<file path="src/rtl/powerup_manager_if.sv">
// Bundle of the game-logic signals between the powerup manager and its
// surroundings. The slave side is the manager itself.
interface powerup_manager_if;
    logic       OneSecPulse;
    logic       startOfFrame;
    logic       score_reset;
    logic       player_powerup_collision;
    logic [1:0] powerup_type;
    logic [3:0] bombs_left;
    logic       inc_bomb;
    logic [2:0] blast_num;
    logic       boost_active;
    logic [3:0] boost_secs_left;
    logic       powerup_taken;
    logic [1:0] powerup_kind;

    modport master (
        output OneSecPulse, startOfFrame, score_reset,
               player_powerup_collision, powerup_type, bombs_left,
        input  inc_bomb, blast_num, boost_active, boost_secs_left,
               powerup_taken, powerup_kind
    );

    modport slave (
        input  OneSecPulse, startOfFrame, score_reset,
               player_powerup_collision, powerup_type, bombs_left,
        output inc_bomb, blast_num, boost_active, boost_secs_left,
               powerup_taken, powerup_kind
    );
endinterface

</file>
<file path="src/rtl/powerup_manager.sv">
// Powerup manager: filters sprite collisions down to one pickup per frame,
// queues extra-bomb requests toward the bomb system, tracks the permanent
// blast range and runs a timed range boost.
//
// Boost FSM
//   state      | meaning
//   ST_IDLE    | no boost running, timer is 0
//   ST_BOOSTED | boost running, timer counts down on OneSecPulse
module powerup_manager #(
    parameter int BOOST_SECS     = 10,
    parameter int BASE_RANGE     = 1,
    parameter int MAX_BASE_RANGE = 4,
    parameter int MAX_PENDING    = 3
) (
    input  logic               clk,
    input  logic               resetN,
    powerup_manager_if.slave   pif
);
    localparam int PW = $clog2(MAX_PENDING + 1);

    localparam logic [1:0] T_BOMB  = 2'b00;
    localparam logic [1:0] T_RANGE = 2'b01;
    localparam logic [1:0] T_BOOST = 2'b10;
    localparam logic [1:0] T_NONE  = 2'b11;

    typedef enum logic {ST_IDLE, ST_BOOSTED} boost_state_e;

    boost_state_e state_q, state_d;
    logic [3:0]    timer_q, timer_d;
    logic          latch_q, latch_d;
    logic          taken_q, taken_d;
    logic [1:0]    kind_q, kind_d;
    logic [PW-1:0] pending_q, pending_d;
    logic          inc_q, inc_d;
    logic          inc_hist_q, inc_hist_d;
    logic [2:0]    base_q, base_d;
    logic [2:0]    blast_q, blast_d;

    logic       accept;
    logic       bomb_pick, range_pick, boost_pick;
    logic       fire;
    logic [3:0] blast_sum;

    // Pickup filter: first valid collision of a frame wins; a startOfFrame in
    // the same cycle reopens the frame before the collision is judged.
    always_comb begin
        accept     = pif.player_powerup_collision && (pif.powerup_type != T_NONE)
                     && (!latch_q || pif.startOfFrame) && !pif.score_reset;
        bomb_pick  = accept && (pif.powerup_type == T_BOMB);
        range_pick = accept && (pif.powerup_type == T_RANGE);
        boost_pick = accept && (pif.powerup_type == T_BOOST);

        latch_d = latch_q;
        if (pif.score_reset)       latch_d = 1'b0;
        else if (accept)           latch_d = 1'b1;
        else if (pif.startOfFrame) latch_d = 1'b0;

        taken_d = accept;
        kind_d  = kind_q;
        if (pif.score_reset) kind_d = 2'b00;
        else if (accept)     kind_d = pif.powerup_type;
    end

    // Bomb request queue; the two-cycle gap lets bombs_left catch up after
    // each request before the next one is considered.
    always_comb begin
        fire = (pending_q != '0) && (pif.bombs_left < 4'd3) && !inc_q && !inc_hist_q;

        pending_d = pending_q;
        if (bomb_pick && !fire) begin
            if (pending_q != PW'(MAX_PENDING)) pending_d = pending_q + 1'b1;
        end else if (fire && !bomb_pick) begin
            pending_d = pending_q - 1'b1;
        end

        inc_d      = fire;
        inc_hist_d = inc_q;
        if (pif.score_reset) begin
            pending_d  = '0;
            inc_d      = 1'b0;
            inc_hist_d = 1'b0;
        end
    end

    // Permanent range and registered blast range (follows state one cycle late).
    always_comb begin
        base_d = base_q;
        if (range_pick && (base_q != 3'(MAX_BASE_RANGE))) base_d = base_q + 3'd1;

        blast_sum = {1'b0, base_q} + ((state_q == ST_BOOSTED) ? 4'd2 : 4'd0);
        blast_d   = (blast_sum > 4'd7) ? 3'd7 : blast_sum[2:0];

        if (pif.score_reset) begin
            base_d  = 3'(BASE_RANGE);
            blast_d = 3'(BASE_RANGE);
        end
    end

    // Boost FSM next state and down-counting timer; a pickup reload beats a tick.
    always_comb begin
        state_d = state_q;
        timer_d = timer_q;
        case (state_q)
            ST_IDLE: begin
                if (boost_pick) begin
                    state_d = ST_BOOSTED;
                    timer_d = 4'(BOOST_SECS);
                end
            end
            ST_BOOSTED: begin
                if (boost_pick) begin
                    timer_d = 4'(BOOST_SECS);
                end else if (pif.OneSecPulse) begin
                    if (timer_q == 4'd1) begin
                        state_d = ST_IDLE;
                        timer_d = 4'd0;
                    end else begin
                        timer_d = timer_q - 4'd1;
                    end
                end
            end
            default: begin
                state_d = ST_IDLE;
                timer_d = 4'd0;
            end
        endcase
        if (pif.score_reset) begin
            state_d = ST_IDLE;
            timer_d = 4'd0;
        end
    end

    // State registers.
    always_ff @(posedge clk or negedge resetN) begin
        if (!resetN) begin
            state_q    <= ST_IDLE;
            timer_q    <= 4'd0;
            latch_q    <= 1'b0;
            taken_q    <= 1'b0;
            kind_q     <= 2'b00;
            pending_q  <= '0;
            inc_q      <= 1'b0;
            inc_hist_q <= 1'b0;
            base_q     <= 3'(BASE_RANGE);
            blast_q    <= 3'(BASE_RANGE);
        end else begin
            state_q    <= state_d;
            timer_q    <= timer_d;
            latch_q    <= latch_d;
            taken_q    <= taken_d;
            kind_q     <= kind_d;
            pending_q  <= pending_d;
            inc_q      <= inc_d;
            inc_hist_q <= inc_hist_d;
            base_q     <= base_d;
            blast_q    <= blast_d;
        end
    end

    assign pif.inc_bomb        = inc_q;
    assign pif.blast_num       = blast_q;
    assign pif.boost_active    = (state_q == ST_BOOSTED);
    assign pif.boost_secs_left = timer_q;
    assign pif.powerup_taken   = taken_q;
    assign pif.powerup_kind    = kind_q;
endmodule
</file>
<file path="src/flat_wrapper.sv">
// flat-port wrapper written by rule: the top's interface ports become plain ports
module powerup_manager_flat 
#(
    parameter int BOOST_SECS     = 10,
    parameter int BASE_RANGE     = 1,
    parameter int MAX_BASE_RANGE = 4,
    parameter int MAX_PENDING    = 3
)
  (clk, resetN, pif_OneSecPulse, pif_startOfFrame, pif_score_reset, pif_player_powerup_collision, pif_powerup_type, pif_bombs_left, pif_inc_bomb, pif_blast_num, pif_boost_active, pif_boost_secs_left, pif_powerup_taken, pif_powerup_kind);
  powerup_manager_if pif_i ();
  input  logic clk;
  input  logic resetN;
  input wire logic [$bits(pif_i.OneSecPulse)-1:0] pif_OneSecPulse;
  input wire logic [$bits(pif_i.startOfFrame)-1:0] pif_startOfFrame;
  input wire logic [$bits(pif_i.score_reset)-1:0] pif_score_reset;
  input wire logic [$bits(pif_i.player_powerup_collision)-1:0] pif_player_powerup_collision;
  input wire logic [$bits(pif_i.powerup_type)-1:0] pif_powerup_type;
  input wire logic [$bits(pif_i.bombs_left)-1:0] pif_bombs_left;
  output wire logic [$bits(pif_i.inc_bomb)-1:0] pif_inc_bomb;
  output wire logic [$bits(pif_i.blast_num)-1:0] pif_blast_num;
  output wire logic [$bits(pif_i.boost_active)-1:0] pif_boost_active;
  output wire logic [$bits(pif_i.boost_secs_left)-1:0] pif_boost_secs_left;
  output wire logic [$bits(pif_i.powerup_taken)-1:0] pif_powerup_taken;
  output wire logic [$bits(pif_i.powerup_kind)-1:0] pif_powerup_kind;
  assign pif_i.OneSecPulse = pif_OneSecPulse;
  assign pif_i.startOfFrame = pif_startOfFrame;
  assign pif_i.score_reset = pif_score_reset;
  assign pif_i.player_powerup_collision = pif_player_powerup_collision;
  assign pif_i.powerup_type = pif_powerup_type;
  assign pif_i.bombs_left = pif_bombs_left;
  assign pif_inc_bomb = pif_i.inc_bomb;
  assign pif_blast_num = pif_i.blast_num;
  assign pif_boost_active = pif_i.boost_active;
  assign pif_boost_secs_left = pif_i.boost_secs_left;
  assign pif_powerup_taken = pif_i.powerup_taken;
  assign pif_powerup_kind = pif_i.powerup_kind;
  powerup_manager #(.BOOST_SECS(BOOST_SECS), .BASE_RANGE(BASE_RANGE), .MAX_BASE_RANGE(MAX_BASE_RANGE), .MAX_PENDING(MAX_PENDING)) u_core (.clk(clk), .resetN(resetN), .pif(pif_i));
endmodule
</file>
<file path="config.mk">
export PLATFORM = sky130hd
export DESIGN_NAME = powerup_manager_flat
export DESIGN_NICKNAME = d
export VERILOG_FILES = /design/src/rtl/powerup_manager_if.sv /design/src/rtl/powerup_manager.sv /design/src/flat_wrapper.sv
export SDC_FILE = /design/constraint.sdc
export NUM_CORES = 1
export LEC_CHECK = 0
export CAP_MARGIN = 30
export CORE_UTILIZATION = 51
export CTS_CLUSTER_DIAMETER = 30
export DETAILED_ROUTE_END_ITERATION = 10
export PLACE_DENSITY = 0.83
export SYNTH_ARGS = -nofsm -noshare
export SYNTH_HDL_FRONTEND = slang
export SYNTH_SLANG_ARGS = --single-unit
</file>
<file path="constraint.sdc">
create_clock -name clk -period 3.2 [get_ports clk]
set_input_delay 0.32 -clock clk [delete_from_list [all_inputs] [get_ports clk]]
set_output_delay 0.32 -clock clk [all_outputs]
set_load 0.005 [all_outputs]
</file>
; Word-level counts from Yosys, hierarchy flattened
; Cells that the tools add are included.
[totals]
inputBits = 12
regBits = 19
wordCells = 82
out_inout_bits = 12
[classes]
bitwise_logic = 1
add_sub_neg = 5
n_reduce_logical = 27
order_cmp = 2
n_mux = 28
eq_ne = 9
[ops]
columns = op, n
row1 = $mux 4, 5
row2 = $mux 2, 7
row3 = $logic_and 1x1->1, 12
row4 = $mux 3, 4
row5 = $mux 1, 10
row6 = $pmux 4 s2, 1
row7 = $logic_not 1->1, 6
row8 = $ne 3x3->1 const B, 2
row9 = $reduce_bool 2->1, 3
row10 = $reduce_bool 3->1, 2
row11 = $add 3x4->4, 1
row12 = $eq 4x1->1 const B, 1
row13 = $gt 4x3->1 const B, 1
row14 = $lt 4x2->1 const B, 1
row15 = $ne 2x2->1 const B, 2
row16 = $ne 4x4->1 const B, 1
row17 = $reduce_and 2->1, 2
row18 = $sub 4x1->4 const B, 1
row19 = $add 3x1->3 const B, 1
row20 = $ne 3x2->1 const B, 1
row21 = $add 2x1->2 const B, 1
row22 = $eq 2x1->1 const B, 1
row23 = $eq 2x2->1 const B, 1
row24 = $logic_not 2->1, 1
row25 = 4 further kinds, 4

; Longest topological paths before layout
; Gate-level depths: netlist of run 1.
[logic_depth]
depth_word = 10
mapped_depth = 6
depth_no_buf = 6

; Worst setup path before layout of run 1
; Ideal clock, no wire load.
[synth_path]
path_kind = flip-flop to flip-flop
from = register u_core.base_q[0]
to = register u_core.base_q[1]
path_buffers = 0
stages_incl_launch_ff = 7
setup_slack_ns = 1.523
setup_ns = 0.132
required_time_ns = 3.068
synth_period_minus_slack_ns = 1.677
arrival_ns = 1.545
path_cell_list = dfstp_2 inv_1 ha_1 a21bo_1 or4_4 mux2i_1 nor2_1
[synth_via]
elab_chain_len = 3
elab_cells_between_ends = 6
cone_classes = add/sub (1) / eq/ne (1) / mux (2) / reduce/logical (2)
[synth_rtl]
columns = item, line
row1 = start: declaration, powerup_manager.sv:36  ; logic [2:0] base_q, base_d;
row2 = start signal: assignment, powerup_manager.sv:144  ; base_q <= 3'(BASE_RANGE);
row3 = start signal: assignment, powerup_manager.sv:155  ; base_q <= base_d;
row4 = $add 3x1->3 / $ne 3x3->1 (equally long branches), powerup_manager.sv:88  ; if (range_pick && (base_q != 3'(MAX_BASE_RANGE))) base_d = base_q + 3'd1;
row5 = $mux 3 / $logic_and 1x1->1 (equally long branches), powerup_manager.sv:88
row6 = $mux 3 / $reduce_bool 2->1 (equally long branches), -
; Parallel ways exist; a longest one is shown, timed or not. The select of a mux whose other input is x is not followed.
; A chain may end at the register's enable or synchronous reset.

; Worst setup path after layout of run 1
; Ends and elaborated chain as after synthesis.

==> flow_summary.yaml, run 1 <==
clock_tree:
  cts_htree_levels: 1
  clk_latency_ns: 0.29
  post_cts_buffers: 0
  cts_resized: 0
  cts_root_buffer: "clkbuf_4"
  clockBufferDepth: 2
  cts_tree: "built"
  clock_sinks: 19
  path_clk_slew_ns: 0.09
  cts_buffers: 3
  cts_hold_buf: 0
synthesis:
  ys_warn_count: 0
  yosysUniqueCellTypes: 29
  synth.area.top_cells: "dfrtp_1, ha_1, dfstp_2"
  synthCells: 98
  netlist_area_sq_um: 952
  syn_nets: 115
  ys_ff_latch: 19
  syn_avg_cell_area_sq_um: 9.72
  synth.largest_area_cell: "dfrtp_1"
  synth_seq_area_share_pct: 50.2
  synth.top_cell.area_share_pct: 44.7
die:
  initial_core_util_pct: 54.6
  fp-row-count: 15
  fp.dieArea_sq_um: 2040
  die_h_um: 45.2
  ioPinCount: 24
  die-width_um: 45.2
  core-area_sq_um: 1750
worst_hold_path:
  hold_path_class: "primary input to async pin"
timing:
  min_period_ns: 1.82
  relSlewSlack_pct: 46.1
  tightestPinTransition_ns: 0.807
  slew_violations: 0
  rsz0062_at_grt: "false"
  fin_skew_ns: 0.00235
  postLayoutSetupSlackWorst_ns: 1.38
  fmax_ghz: 0.551
  whs_ns: 0.488
  setup_viol: 0
  hold_viol: 0
  fin_setup_tns_ns: 0
  post-route-period-util_pct: 56.8
routing:
  viasPerCell: 5.22
  ant_nets: 0
  firstDrtPassIters: 4
  via_count: 773
  drc: 0
  finalWirelength_mm: 1.76
  dr.first_iter.drc_count: 6
  wire_per_inst_um: 11.9
critical_path:
  worst_path_max_delay_cell: "dfstp_2"
  start_kind: "flip-flop"
  r2r_setup_slack_ns: 1.38
  crit_path_end_kind: "flip-flop"
  cp.arrival_ns: 1.98
  path_delay_family: "flip-flops"
  cpPeakStageDelay_ns: 0.56
  required_ns: 3.36
  path_cells: "inv_1, ha_1, a21bo_1, or4_4, mux2i_1, nor2_1"
  cp_num_buf_inv: 1
  crit_fanout: 3
  path_class: "flip-flop to flip-flop"
power:
  p_per_area_nw_per_um2: 366
  clkPwrFrac_pct: 25.6
  combPwrFrac_pct: 16.9
  seq_power_share_pct: 57.5
  p_sw_share_pct: 24.4
  p_sw_mw: 0.110
  p_int_mw: 0.341
  power.leakage_nw: 0.556
  ir_drop_mv: 0.251
placement:
  hpwl_mm: 1.32
  io_buffers: 23
  gp_congestion: 0.762
  place_ws_ns: 1.32
grt:
  grt_use_total_pct: 20.2
  grt-ovfl-total: 0
  grt_max_degree: 21
  grt_pass1_vias: 651
  grt_antenna_before_repair: 0
  grt_pass1_wl_mm: 2.79
finish:
  area_delta_synth_final_pct: 29.4
  fin_nets: 141
  layout-drive-gt1-share_pct: 7.32
  utilization_pct: 70.6
  antenna_cells: 0
flow_run:
  cap_viol_max_count: 0
run_status:
  status: "finished, final reports clean"
cells in the final DEF, fill, tap and decap left out, drive strengths merged, types with 2 or more instances in the layout:
cell type	Yosys	final
dfstp	2	2
clkbuf	1	4
dfrtp	17	17
ha	5	5
nor2	14	14
clkdlybuf4s50	0	23
mux2i	3	3
inv	6	6
nor3	9	9
nor2b	4	4
nand2b	3	3
a21oi	9	9
nand2	7	7
nor4	2	2
kinds of logic (layout without fill, tap and decap cells):
kind of cell,count (synthesis),count (layout),share of synthesized area (%)
AO/OA/AOI/OAI,15,15,10.1
XOR/XNOR,1,1,0.920
adder cells (fa/ha/maj),5,5,6.57
buffers and inverters,8,33,3.15
flip-flops,19,19,50.2
multiplexers,4,4,4.34
AND/OR/NAND/NOR,46,46,24.7
path summary, 6_finish.rpt:
path / cells after the start / from / endpoint
setup / recovery: 6 / u_core.base_q[0] / u_core.base_q[1]
hold / removal: 1 / resetN / u_core.pif.blast_num[2]
setup reg to reg: 6 / u_core.base_q[0] / u_core.base_q[1]
hold reg to reg: 1 / u_core.pif.inc_bomb / u_core.inc_hist_q
max in group asynchronous: 1 / resetN / u_core.pending_q[1]
min in group clk: 1 / u_core.pif.inc_bomb / u_core.inc_hist_q
flip-flops by register name, indices dropped and copies added, names as in the netlist:
register / cells
u_core.base_q: 3
u_core.pif.inc_bomb: 1
u_core.pif.boost_secs_left: 4
u_core.inc_hist_q: 1
u_core.pif.powerup_kind: 2
u_core.latch_q: 1
u_core.pif.boost_active: 1
u_core.pif.powerup_taken: 1
u_core.pif.blast_num: 3
u_core.pending_q: 2
routing by layer:
layer	GRT usage (%)	routed length [um]	vias up
met2	33.0	887	17
met5	0	0	-
li1	-	-	389
met4	10.9	29	0
met1	24.5	793	363
met3	4.80	47	4
power groups by stage:
stage	sequential [mW]	clock [mW]	combinational (mW)
detailed placement	0.264	0	0.0764
global route	0.261	0.134	0.0847
CTS	0.259	0.123	0.0773
global placement	0.263	0	0.0737
floorplan	0.263	0	0.0357
finish	0.259	0.116	0.0762
through the flow:
stage | cells | power (mW) | area, sq um
2_1_floorplan | 98 | 0.299 | 952
5_1_grt | 148 | 0.480 | 1230
4_1_cts | 148 | 0.459 | 1230
3_5_place_dp | 144 | 0.340 | 1210
6_report | 148 | 0.451 | 1230
3_3_place_gp | 144 | 0.337 | 1210
synthesized netlist by cell type:
cell type,n
a41o_2,1
clkbuf_1,1
a31oi_1,1
mux2i_1,3
or4_4,1
dfstp_2,2
buf_1,1
a211o_1,1
and2b_4,1
nor4b_1,1
o22ai_1,1
nor4_1,2
mux2_1,1
nand2b_1,3
or2_2,1
nor3_1,9
o32ai_1,1
ha_1,5
nand2_1,7
and2_1,1
nor3b_1,1
nor2b_1,4
dfrtp_1,17
inv_1,6
nand3_1,1
nor2_1,14
a21bo_1,1
xnor2_1,1
a21oi_1,9
cell type report:
| class | instances | area (sq um) |
|---|---|---|
| clock buffer | 4 | 26.3 |
| fill | 149 | 513 |
| sequential | 19 | 478 |
| multi-input combinational | 71 | 444 |
| tap | 25 | 31.3 |
| timing repair buffer | 23 | 230 |
| inverter | 6 | 22.5 |
Power figures use the tool's default switching activity.
==> run 2, diff against run 1 <==
--- a/config.mk
+++ b/config.mk
@@ -6,10 +6,10 @@
 export NUM_CORES = 1
 export LEC_CHECK = 0
 export CAP_MARGIN = 30
-export CORE_UTILIZATION = 51
+export CORE_UTILIZATION = 42
 export CTS_CLUSTER_DIAMETER = 30
 export DETAILED_ROUTE_END_ITERATION = 10
-export PLACE_DENSITY = 0.83
+export PLACE_DENSITY = 0.73
 export SYNTH_ARGS = -nofsm -noshare
 export SYNTH_HDL_FRONTEND = slang
 export SYNTH_SLANG_ARGS = --single-unit
==> constraint.sdc (replaced) <==
create_clock -name clk -period 1.6 [get_ports clk]
set_input_delay 0.16 -clock clk [delete_from_list [all_inputs] [get_ports clk]]
set_output_delay 0.16 -clock clk [all_outputs]
set_load 0.005 [all_outputs]
==> flow_summary.yaml, run 2 (same netlist as run 1, synthesis figures left out) <==
worst_hold_path:
  hold_path_class: "primary input to async pin"
timing:
  rsz0062_at_grt: "true"
  postLayoutSetupSlackWorst_ns: -0.0925
  fin_skew_ns: 0.00525
  hold_viol: 0
  setup_viol: 2
  slew_violations: 0
  min_period_ns: 1.69
  tightestPinTransition_ns: 0.336
  relSlewSlack_pct: 77.5
  fmax_ghz: 0.591
  fin_setup_tns_ns: -0.135
  post-route-period-util_pct: 106
die:
  fp-row-count: 16
  die-width_um: 49.6
  ioPinCount: 24
  initial_core_util_pct: 46.6
  core-area_sq_um: 2040
  die_h_um: 49.6
  fp.dieArea_sq_um: 2460
power:
  total_power_mw: 0.941
  p_per_area_nw_per_um2: 688
  power.leakage_nw: 0.640
  ir_drop_mv: 0.504
finish:
  seq_area_sq_um: 478
  stdcell_count: 165
  utilization_pct: 67.0
  layout-drive-gt1-share_pct: 20.3
  largest_register_ffs: 4
  final_common_cell: "clkdlybuf4s50_1"
  area_delta_synth_final_pct: 43.8
  antenna_cells: 0
  fin_nets: 156
  mostFrequentLayoutCells: "clkdlybuf4s50_1, dfrtp_1, buf_4"
  multi_input_area_sq_um: 464
  fillers: 186
critical_path:
  regToRegEndpoint: "u_core.base_q[1]"
  worst_path_max_delay_cell: "dfstp_2"
  path_delay_family: "flip-flops"
  path_cells: "inv_2, ha_4, a21bo_1, or4_4, mux2i_1, nor2_1"
  cpPeakStageDelay_ns: 0.56
  crit_end: "u_core.base_q[1]"
  path_class: "flip-flop to flip-flop"
  required_ns: 1.79
  r2r.worst_path.cells: 6
  cp.arrival_ns: 1.88
  r2r_setup_slack_ns: -0.09
  cp_num_buf_inv: 1
  crit_path_end_kind: "flip-flop"
  r2r-start: "u_core.base_q[0]"
  crit_fanout: 2
  start_kind: "flip-flop"
  startpoint: "u_core.base_q[0]"
  cp_num_cells: 6
placement:
  io_buffers: 23
  hpwl_mm: 1.59
  gp_congestion: 0.748
  placedCellCount: 159
clock_tree:
  cts_buffers: 3
  clk_latency_ns: 0.29
  cts_root_buffer: "clkbuf_4"
  cts_hold_buf: 0
  path_clk_slew_ns: 0.11
  cts_htree_levels: 1
  clock_sinks: 19
  clockBufferDepth: 2
  cts_tree: "built"
routing:
  drc: 0
  ant_nets: 0
  viasPerCell: 4.93
  dr.first_iter.drc_count: 8
  via_count: 814
  wire_per_inst_um: 11.9
  firstDrtPassIters: 3
  finalWirelength_mm: 1.97
grt:
  grt_pass1_wl_mm: 3.45
  grt_pass1_vias: 839
  grt_use_total_pct: 18.6
  grt-ovfl-total: 0
  grt_antenna_before_repair: 0
  grt_max_degree: 14
run_status:
  status: "finished, violations left"
  failed_checks: "negative setup slack"
flow_run:
  cap_viol_max_count: 0
==> run 2: cell count changes in the layout (fill, tap and decap cells not counted), sizes merged <==
cell	previous run	this run
buf	0	15
clkinv	0	1
clkbuf	4	3
==> run 2: what timing repair did <==
item,in CTS,in global routing
endpoints found under the hold margin,0,0
resized for setup,2,0
setup buffers,1,1
endpoints found under the setup margin,2,2
pin swaps,1,1
==> run 2: final cells by class <==
cell class	count	area share, %
tap	27	2.47
inverter	6	1.65
sequential	19	34.9
timing repair buffer	38	25.0
multi-input combinational	71	33.9
clock buffer	3	1.65
clock inverter	1	0.366
==> run 2: where the power goes <==
part	switching (mW)	total (mW)	internal, mW
Clock	0.144	0.237	0.0929
Sequential	0.0160	0.518	0.502
Combinational	0.0773	0.187	0.110
Total	0.237	0.941	0.704
==> run 2: layer usage <==
metal,global-route usage (%),vias to the layer above,wire length (um)
met1,19.6,381,824
li1,-,417,-
met3,2.78,2,46
met4,7.14,0,13
met2,36.0,14,1080
met5,0,-,0
==> run 2: worst reg2reg max path: stages (launching register included) <==
cell     delay, ns
dfstp_2       0.56
inv_2         0.05
ha_4          0.15
a21bo_1       0.16
or4_4         0.45
mux2i_1       0.17
nor2_1        0.05
==> run 2: per-stage QoR <==
stage | area (sq um) | hold WS (ns) | worst slack [ns]
2_1_floorplan | 955 | -0.136 | -0.0401
3_3_place_gp | 1310 | 0.438 | -0.0351
3_5_place_dp | 1310 | 0.457 | -0.0741
4_1_cts | 1360 | 0.127 | -0.0937
5_1_grt | 1370 | 0.124 | -0.177
6_report | 1370 | 0.119 | -0.0925
==> run 2: worst min path at each step <==
stage,cells past startpoint,slack (ns),to,from
after CTS,1,0.13,u_core.latch_q,resetN
final,1,0.12,u_core.latch_q,resetN
after global placement,1,0.44,u_core.latch_q,resetN
after global routing,1,0.12,u_core.latch_q,resetN
after floorplan,0,-0.14,u_core.base_q[1],resetN
after detailed placement,1,0.46,u_core.latch_q,resetN
